## src/rtl/df_region_perf_monitor.sv

```systemverilog
// Performance monitor for an HLS ap_ctrl_chain dataflow region: region occupancy,
// per-process run state, saturating activity/stall counters and start-to-done latency.
module df_region_perf_monitor #(
    parameter int NUM_PROC = 4,
    parameter int CNT_W    = 32,
    parameter int OUT_W    = 8,
    localparam int SEL_W   = (NUM_PROC > 1) ? $clog2(NUM_PROC) : 1
) (
    input  logic                clock,
    input  logic                reset,
    input  logic                clear,
    input  logic                finish,
    input  logic                region_start,
    input  logic                region_ready,
    input  logic                region_done,
    input  logic [NUM_PROC-1:0] proc_start,
    input  logic [NUM_PROC-1:0] proc_ready,
    input  logic [NUM_PROC-1:0] proc_done,
    input  logic [NUM_PROC-1:0] proc_continue,
    input  logic [NUM_PROC-1:0] proc_in_stall,
    input  logic [NUM_PROC-1:0] proc_out_stall,
    input  logic [SEL_W-1:0]    rd_sel,
    input  logic [2:0]          rd_field,
    output logic [CNT_W-1:0]    rd_data,
    output logic                region_idle,
    output logic [OUT_W-1:0]    region_outstanding,
    output logic [NUM_PROC-1:0] sat_flag,
    output logic                err_underflow,
    output logic                frozen
);

    typedef enum logic [1:0] {
        ST_IDLE    = 2'd0,
        ST_RUN     = 2'd1,
        ST_BLOCKED = 2'd2
    } proc_state_t;

    localparam logic [CNT_W-1:0] CNT_MAX = '1;
    localparam logic [CNT_W-1:0] CNT_ONE = CNT_W'(1);
    localparam logic [OUT_W-1:0] OUT_MAX = '1;
    localparam logic [OUT_W-1:0] OUT_ONE = OUT_W'(1);

    // counter slots 0..5: starts, dones, active, in_stall, out_stall, blocked
    proc_state_t         state_q [NUM_PROC];
    proc_state_t         state_d [NUM_PROC];
    logic [CNT_W-1:0]    cnt_q   [NUM_PROC][6];
    logic [CNT_W-1:0]    cnt_d   [NUM_PROC][6];
    logic [CNT_W-1:0]    lat_q   [NUM_PROC];
    logic [CNT_W-1:0]    lat_d   [NUM_PROC];
    logic [CNT_W-1:0]    last_q  [NUM_PROC];
    logic [CNT_W-1:0]    max_q   [NUM_PROC];
    logic [CNT_W-1:0]    rec_val [NUM_PROC];
    logic [5:0]          inc     [NUM_PROC];
    logic [NUM_PROC-1:0] acc;
    logic [NUM_PROC-1:0] dacc;
    logic [NUM_PROC-1:0] rec_en;
    logic [NUM_PROC-1:0] sat_hit;
    logic [CNT_W-1:0]    rd_mux;
    logic                region_accept;

    function automatic logic [CNT_W-1:0] sat_inc(input logic [CNT_W-1:0] v);
        return (v == CNT_MAX) ? v : v + CNT_ONE;
    endfunction

    assign acc           = proc_start & proc_ready;
    assign dacc          = proc_done & proc_continue;
    assign region_accept = region_start & region_ready;
    assign region_idle   = (region_outstanding == '0) & ~region_start;

    // Recorded latency counts the accept and the done cycle inclusively, so the
    // value stored is one more than lat_cnt at the moment the done is accepted.
    always_comb begin
        rec_en  = '0;
        sat_hit = '0;
        for (int i = 0; i < NUM_PROC; i++) begin
            state_d[i] = state_q[i];
            lat_d[i]   = lat_q[i];
            rec_val[i] = '0;
            inc[i]     = {state_q[i] == ST_BLOCKED,
                          (state_q[i] == ST_RUN) & proc_out_stall[i],
                          (state_q[i] == ST_RUN) & proc_in_stall[i],
                          state_q[i] != ST_IDLE,
                          dacc[i],
                          acc[i]};
            case (state_q[i])
                ST_IDLE: begin
                    if (acc[i]) begin
                        if (dacc[i]) begin
                            rec_en[i]  = 1'b1;
                            rec_val[i] = CNT_ONE;
                        end else begin
                            state_d[i] = ST_RUN;
                            lat_d[i]   = CNT_ONE;
                        end
                    end
                end
                ST_RUN: begin
                    if (dacc[i]) begin
                        rec_en[i]  = 1'b1;
                        rec_val[i] = sat_inc(lat_q[i]);
                        if (acc[i]) begin
                            lat_d[i] = CNT_ONE;
                        end else begin
                            state_d[i] = ST_IDLE;
                            lat_d[i]   = '0;
                        end
                    end else begin
                        lat_d[i] = sat_inc(lat_q[i]);
                        if (proc_done[i]) begin
                            state_d[i] = ST_BLOCKED;
                        end
                    end
                end
                ST_BLOCKED: begin
                    if (proc_continue[i]) begin
                        rec_en[i]  = 1'b1;
                        rec_val[i] = sat_inc(lat_q[i]);
                        if (acc[i]) begin
                            state_d[i] = ST_RUN;
                            lat_d[i]   = CNT_ONE;
                        end else begin
                            state_d[i] = ST_IDLE;
                            lat_d[i]   = '0;
                        end
                    end else begin
                        lat_d[i] = sat_inc(lat_q[i]);
                    end
                end
                default: begin
                    state_d[i] = ST_IDLE;
                    lat_d[i]   = '0;
                end
            endcase
            for (int f = 0; f < 6; f++) begin
                cnt_d[i][f] = inc[i][f] ? sat_inc(cnt_q[i][f]) : cnt_q[i][f];
                if (cnt_d[i][f] == CNT_MAX) begin
                    sat_hit[i] = 1'b1;
                end
            end
            if (lat_d[i] == CNT_MAX) begin
                sat_hit[i] = 1'b1;
            end
        end
    end

    // FSMs always track; statistics only move while not frozen, and clear wipes
    // them while leaving busy processes with a fresh latency count.
    always_ff @(posedge clock) begin
        if (reset) begin
            for (int i = 0; i < NUM_PROC; i++) begin
                state_q[i] <= ST_IDLE;
                lat_q[i]   <= '0;
                last_q[i]  <= '0;
                max_q[i]   <= '0;
                for (int f = 0; f < 6; f++) begin
                    cnt_q[i][f] <= '0;
                end
            end
            sat_flag <= '0;
        end else begin
            for (int i = 0; i < NUM_PROC; i++) begin
                state_q[i] <= state_d[i];
            end
            if (clear) begin
                for (int i = 0; i < NUM_PROC; i++) begin
                    lat_q[i]  <= (state_d[i] != ST_IDLE) ? CNT_ONE : '0;
                    last_q[i] <= '0;
                    max_q[i]  <= '0;
                    for (int f = 0; f < 6; f++) begin
                        cnt_q[i][f] <= '0;
                    end
                end
                sat_flag <= '0;
            end else if (!frozen) begin
                for (int i = 0; i < NUM_PROC; i++) begin
                    lat_q[i] <= lat_d[i];
                    for (int f = 0; f < 6; f++) begin
                        cnt_q[i][f] <= cnt_d[i][f];
                    end
                    if (rec_en[i]) begin
                        last_q[i] <= rec_val[i];
                        if (rec_val[i] > max_q[i]) begin
                            max_q[i] <= rec_val[i];
                        end
                    end
                end
                sat_flag <= sat_flag | sat_hit;
            end
        end
    end

    // Simultaneous accept and done cancel out; underflow only on a lone done.
    always_ff @(posedge clock) begin
        if (reset) begin
            region_outstanding <= '0;
            err_underflow      <= 1'b0;
        end else begin
            if (region_accept && !region_done) begin
                if (region_outstanding != OUT_MAX) begin
                    region_outstanding <= region_outstanding + OUT_ONE;
                end
            end else if (region_done && !region_accept) begin
                if (region_outstanding != '0) begin
                    region_outstanding <= region_outstanding - OUT_ONE;
                end
            end
            if (clear) begin
                err_underflow <= 1'b0;
            end else if (region_done && !region_accept && region_outstanding == '0) begin
                err_underflow <= 1'b1;
            end
        end
    end

    always_ff @(posedge clock) begin
        if (reset || clear) begin
            frozen <= 1'b0;
        end else if (finish) begin
            frozen <= 1'b1;
        end
    end

    always_comb begin
        rd_mux = '0;
        for (int p = 0; p < NUM_PROC; p++) begin
            if (rd_sel == SEL_W'(p)) begin
                case (rd_field)
                    3'd0:    rd_mux = cnt_q[p][0];
                    3'd1:    rd_mux = cnt_q[p][1];
                    3'd2:    rd_mux = cnt_q[p][2];
                    3'd3:    rd_mux = cnt_q[p][3];
                    3'd4:    rd_mux = cnt_q[p][4];
                    3'd5:    rd_mux = cnt_q[p][5];
                    3'd6:    rd_mux = last_q[p];
                    default: rd_mux = max_q[p];
                endcase
            end
        end
    end

    always_ff @(posedge clock) begin
        if (reset) begin
            rd_data <= '0;
        end else begin
            rd_data <= rd_mux;
        end
    end

endmodule

```

## config.mk

```make
export PLATFORM = sky130hd
export DESIGN_NAME = df_region_perf_monitor
export DESIGN_NICKNAME = d
export VERILOG_FILES = /design/src/rtl/df_region_perf_monitor.sv
export SDC_FILE = /design/constraint.sdc
export NUM_CORES = 2
export LEC_CHECK = 0
export ABC_AREA = 0
export CORE_MARGIN = 2
export CORE_UTILIZATION = 48
export CTS_BUF_LIST = sky130_fd_sc_hd__clkbuf_8
export CTS_CLUSTER_DIAMETER = 40
export DETAILED_ROUTE_END_ITERATION = 8
export PLACE_DENSITY = 0.6
export SETUP_SLACK_MARGIN = 0.4
export SLEW_MARGIN = 20
export SYNTH_ARGS = -nofsm -noshare
export SYNTH_HDL_FRONTEND = slang
export SYNTH_SLANG_ARGS = --single-unit
```

## constraint.sdc

```tcl
create_clock -name clock -period 30.5 [get_ports clock]
set_input_delay 6.1 -clock clock [delete_from_list [all_inputs] [get_ports clock]]
set_output_delay 6.1 -clock clock [all_outputs]
set_load 0.01 [all_outputs]
```

* Word level (Yosys, flattened, before mapping)
Memories as Yosys holds them, arrays and structs flattened.
Index checks and enable logic that the tools add are counted.
** Word-level totals
- Logic and storage cells :: 553
- Bits in writable memories :: 1160
- Output and inout port bits :: 47
- Register bits :: 46
- Input bits :: 36
- Memories kept :: 5
** Operators by class
- Reductions and logical operators :: 26
- $lt $le $gt $ge :: 4
- Add/sub/neg operators :: 30
- Bitwise operators :: 90
- Multiplexer cells :: 318
- Eq/ne operators :: 75
** Memories
- cnt_q :: words 4, bits a word 192, rd ports 4, clocked after memory_dff 0, write ports 4, line 46 : logic [CNT_W-1:0] cnt_q [NUM_PROC][6];
- last_q :: words 4, bits a word 32, rd ports 4, clocked after memory_dff 0, write ports 4, line 50 : logic [CNT_W-1:0] last_q [NUM_PROC];
- lat_q :: words 4, bits a word 32, rd ports 4, clocked after memory_dff 0, write ports 4, line 48 : logic [CNT_W-1:0] lat_q [NUM_PROC];
- max_q :: words 4, bits a word 32, rd ports 4, clocked after memory_dff 0, write ports 4, line 51 : logic [CNT_W-1:0] max_q [NUM_PROC];
- state_q :: words 4, bits a word 2, rd ports 4, clocked after memory_dff 0, write ports 4, line 44 : proc_state_t state_q [NUM_PROC];
** Operators with widths (number)
- $mux W32 :: 152
- $eq A32 B32 Y1 const B :: 56
- $add A32 B1 Y32 const B :: 28
- $pmux W32 S7 :: 4
- $pmux W32 S3 :: 8
- $gt A32 B32 Y1 :: 4
- $mux W1 :: 114
- $or A1 B1 Y1 :: 76
- $mux W2 :: 28
- $mux W8 :: 4
- $pmux W2 S3 :: 4
- $reduce_bool A2 Y1 :: 10
- $eq A2 B2 Y1 const B :: 6
- $pmux W1 S3 :: 4
- $and A1 B1 Y1 :: 10
- $eq A2 B1 Y1 const B :: 5
- $logic_not A2 Y1 :: 5
- $eq A3 B3 Y1 const B :: 3
- $add A8 B1 Y8 const B :: 1
- $and A4 B4 Y4 :: 2
- $logic_not A8 Y1 :: 1
- $ne A8 B8 Y1 const B :: 1
- $reduce_bool A8 Y1 :: 1
- $sub A8 B1 Y8 const B :: 1
- other kinds (11) :: 15

* Logic depth before layout (Yosys ltp)
An unclocked memory read counts as a cell.
- Depth in word-level cells :: 13
- Gate-level depth with buffers :: 24
- Mapped depth without buffers :: 20

* Worst setup path before layout
OpenSTA, ideal clock, no wires.
- Path kind :: input port to flip-flop
- Start :: in reset
- End :: mem cnt_q[0][0] in the netlist's numbering (enable)
- Setup slack :: 4.505 ns
- Library setup time :: 5.788 ns
- Data required time :: 24.712 ns
- Buffers on the path :: 2
- Stages :: 4
- Arrival time :: 20.206 ns
- Cells stage by stage :: clkbuf_1 > nor2_1 > clkbuf_1 > nand2_1
** RTL lines
- from (decl) :: line 10 : input logic reset,
- to (decl) :: line 46

* Final worst setup path
- Start :: in region_start
- End :: out region_idle
** On the way
- Cells in the longest elaborated chain, start to end :: 2
** Ends and longest elaborated chain
- from (decl) :: line 13 : input logic region_start,
- $not A1 Y1 :: line 68 : assign region_idle = (region_outstanding == '0) & ~region_start;
- $and A1 B1 Y1 :: line 68
- to (decl) :: line 25 : output logic region_idle,
Every way passes these cells.

==> out/results.ini <==
[yosys]
synth_flop_cell=edfxtp_1
syn_inst=9493
syn-cell-area_sq_mm=0.0832
synth_area_leaders=edfxtp_1 38%, nor2_1 6.5%, xor2_1 4.6%
synthArstFlopShare_pct=0
ys_seq_area_share_pct=41.7
synth-warning-count=0
synth.avg_cell_area_sq_um=8.77
synth.top_cell.area_share_pct=38.1
ys_types=110
synth-edff-count=1057
synth_area_leader_cell=edfxtp_1
ys_ff_latch=1206
synth.net_count=9694

[global_routing]
overflow=0
grt_start_max_net_pins=171
grtUsageTotal_pct=35.0
grt_pass1_vias=70108
antenna_found_initial=13
grt_pass1_wl_um=467000

[job]
cap_violations=0

[route]
drt-vias-per-instance=6.50
routed_wl_um=318000
ant_nets=0
drc=0
post_drt_wl_per_cell_um=26.8
vias=77037
drt_iter0_drc=10712
first_pass_iters=7

[timing]
fmax_mhz=75.2
slew_viol_final=0
worst_slack_ns=17.20
setup_tns_ns=0
timing.final.crit_share_pct=43.6
worst_pin_slew_ns=1.22
setup_viol=0
rsz0062_at_grt=false
relSlewSlack_pct=18.8
hold_viol=0
finClkSkew_ns=0.0570
period_needed_ns=13.30

[finish]
fillCellCount=16243
nets=9538
drive_above_1_share_pct=7.67
area_growth_pct=9.54

[clock_tree]
cts_max_level=5
cts_tree=done
cts_root_buf=clkbuf_8
numCtsBuffers=284
cts.sink_count=1206
clockBufferDepth=4
path_clk_slew_ns=0.05
cts_resized=0
clk_latency_ns=1.05
ctsHoldBuffers=0
post_cts_buffers=0

[critical_path]
crit_path_end_kind=output port
cp-start-kind=input port
arrival_ns=7.20
cp_max_fo=2
path_class=input port to output port
worstPathRequired_ns=24.40

[placed_design]
hpwlAfterDp_um=231000
buffer_ports.inserted=82
place_congestion=0.987
post-place-ws_ns=17.19

[floorplanning]
rows=152
dieArea_sq_mm=0.177
die_height_um=420
die_x_um=420
io_pins=83
initial_core_util_pct=48.4
coreArea_sq_mm=0.172

[run_status]
outcome=finished, final reports clean

[worst_hold_path]
hold_path_class=flop to flop

[power_and_ir_drop]
irDropWorstVdd_v=0.0000429
cellLeakagePower_nw=31.3
power_density_mw_per_mm2=46.1

==> cells in the mapped netlist (all sizes together) (118+ instances only) <==
| library cell | count |
|---|---|
| o21ai | 354 |
| nand2 | 769 |
| clkbuf | 566 |
| and2 | 121 |
| a31oi | 118 |
| nor3 | 237 |
| nand3 | 504 |
| a22oi | 170 |
| xor2 | 438 |
| edfxtp | 1057 |
| and3 | 200 |
| xnor2 | 356 |
| ha | 164 |
| nand4 | 339 |
| a21oi | 428 |
| nor2 | 1443 |
| nor4 | 144 |
| a221oi | 130 |
| inv | 313 |
| dfxtp | 149 |
==> logic make-up after synthesis <==
logic type                 after synthesis  share of synthesized area [%]
muxes                                  149                           1.97
adders and majority gates              165                           2.49
buffers and inverters                  966                           4.50
AOI/OAI and AO/OA                     1855                           15.0
and+or+nand+nor                       4358                           25.9
DFF                                   1206                           41.7
xor gates and xnor gates               794                           8.36
==> cell usage in the layout, fill, tap and decap left out, drive strengths merged, types with 49 or more instances in the layout <==
master         netlist  final
a21o                66     66
o21ai              354    354
buf                 87    135
edfxtp            1057   1057
a211oi              54     54
and3               200    200
ha                 164    164
a22o                73     73
inv                313    379
and2               121    121
nor4               144    144
a221oi             130    130
dfxtp              149    149
nand2b             104    104
clkbuf             566    308
nand2              769    769
and4                87     87
nor2b               49     49
a31oi              118    118
o31ai               67     67
mux2i               96     96
xnor2              356    356
nor2              1443   1443
a22oi              170    170
or3                 99     99
nor3               237    237
or2                 58     58
clkdlybuf4s50        0     76
nand3              504    504
a21oi              428    428
clkinv               0     75
nand4              339    339
xor2               438    438
==> through the flow <==
step,util [%],cells,hold slack [ns],cell area [sq um],power [mW]
finish,53.0,11860,0.469,91200,4.20
CTS,53.0,11853,0.480,91100,4.22
global placement,49.7,11360,0.466,85500,2.29
detailed placement,49.8,11361,0.468,85500,2.29
global route,53.0,11855,0.502,91100,4.32
floorplan,-,9493,0.452,83200,2.15
==> critical path: stages <==
cell and delay (ns):
clkdlybuf4s50_1 0.43, nor2_1 0.12, clkdlybuf4s50_1 0.56
==> routing by layer <==
metal  GRT usage (%)  part of all wire [%]
met1            49.5                    42
met2            52.2                    43
met3            6.73                   9.7
met4            15.1                   4.7
met5               0                 0.014
==> path summary, 6_finish.rpt <==
check	startpoint	endpoint	slack (ns)	cells after the start
setup reg to reg	lat_q[1][16]$_SDFFCE_PN0P_	max_q[1][26]$_SDFFCE_PN0P_	23.74	20
hold / removal	err_underflow$_SDFFE_PP0P_	err_underflow$_SDFFE_PP0P_	0.47	2
setup / recovery	region_start	region_idle	17.20	3
hold reg to reg	err_underflow$_SDFFE_PP0P_	err_underflow$_SDFFE_PP0P_	0.47	2
==> final cells by class <==
class	count	area [sq um]	share of cell area (%)
Timing Repair Buffer	211	1830	2.01
Clock inverter	184	1340	1.47
Inverter	313	1170	1.29
Tap cell	2310	2890	3.17
Multi-Input combinational cell	7321	44900	49.3
Sequential cell	1206	34700	38.1
Clock buffer	308	4240	4.65
Antenna cell	7	17.5	0.0192
==> report_power, final <==
part	leakage [nW]	switching, mW	internal [mW]
clock	3.06	0.839	1.09
sequential	13.8	0.0869	1.84
combinational	14.4	0.239	0.112
==> registers in the layout (all words and copies together) (netlist names) <==
register,cells
cnt_q,768
err_underflow,1
frozen,1
last_q,128
lat_q,128
max_q,128
rd_data,32
region_outstanding,8
sat_flag,4
state_q,8
Note: power is estimated with default switching activity, not from simulation.
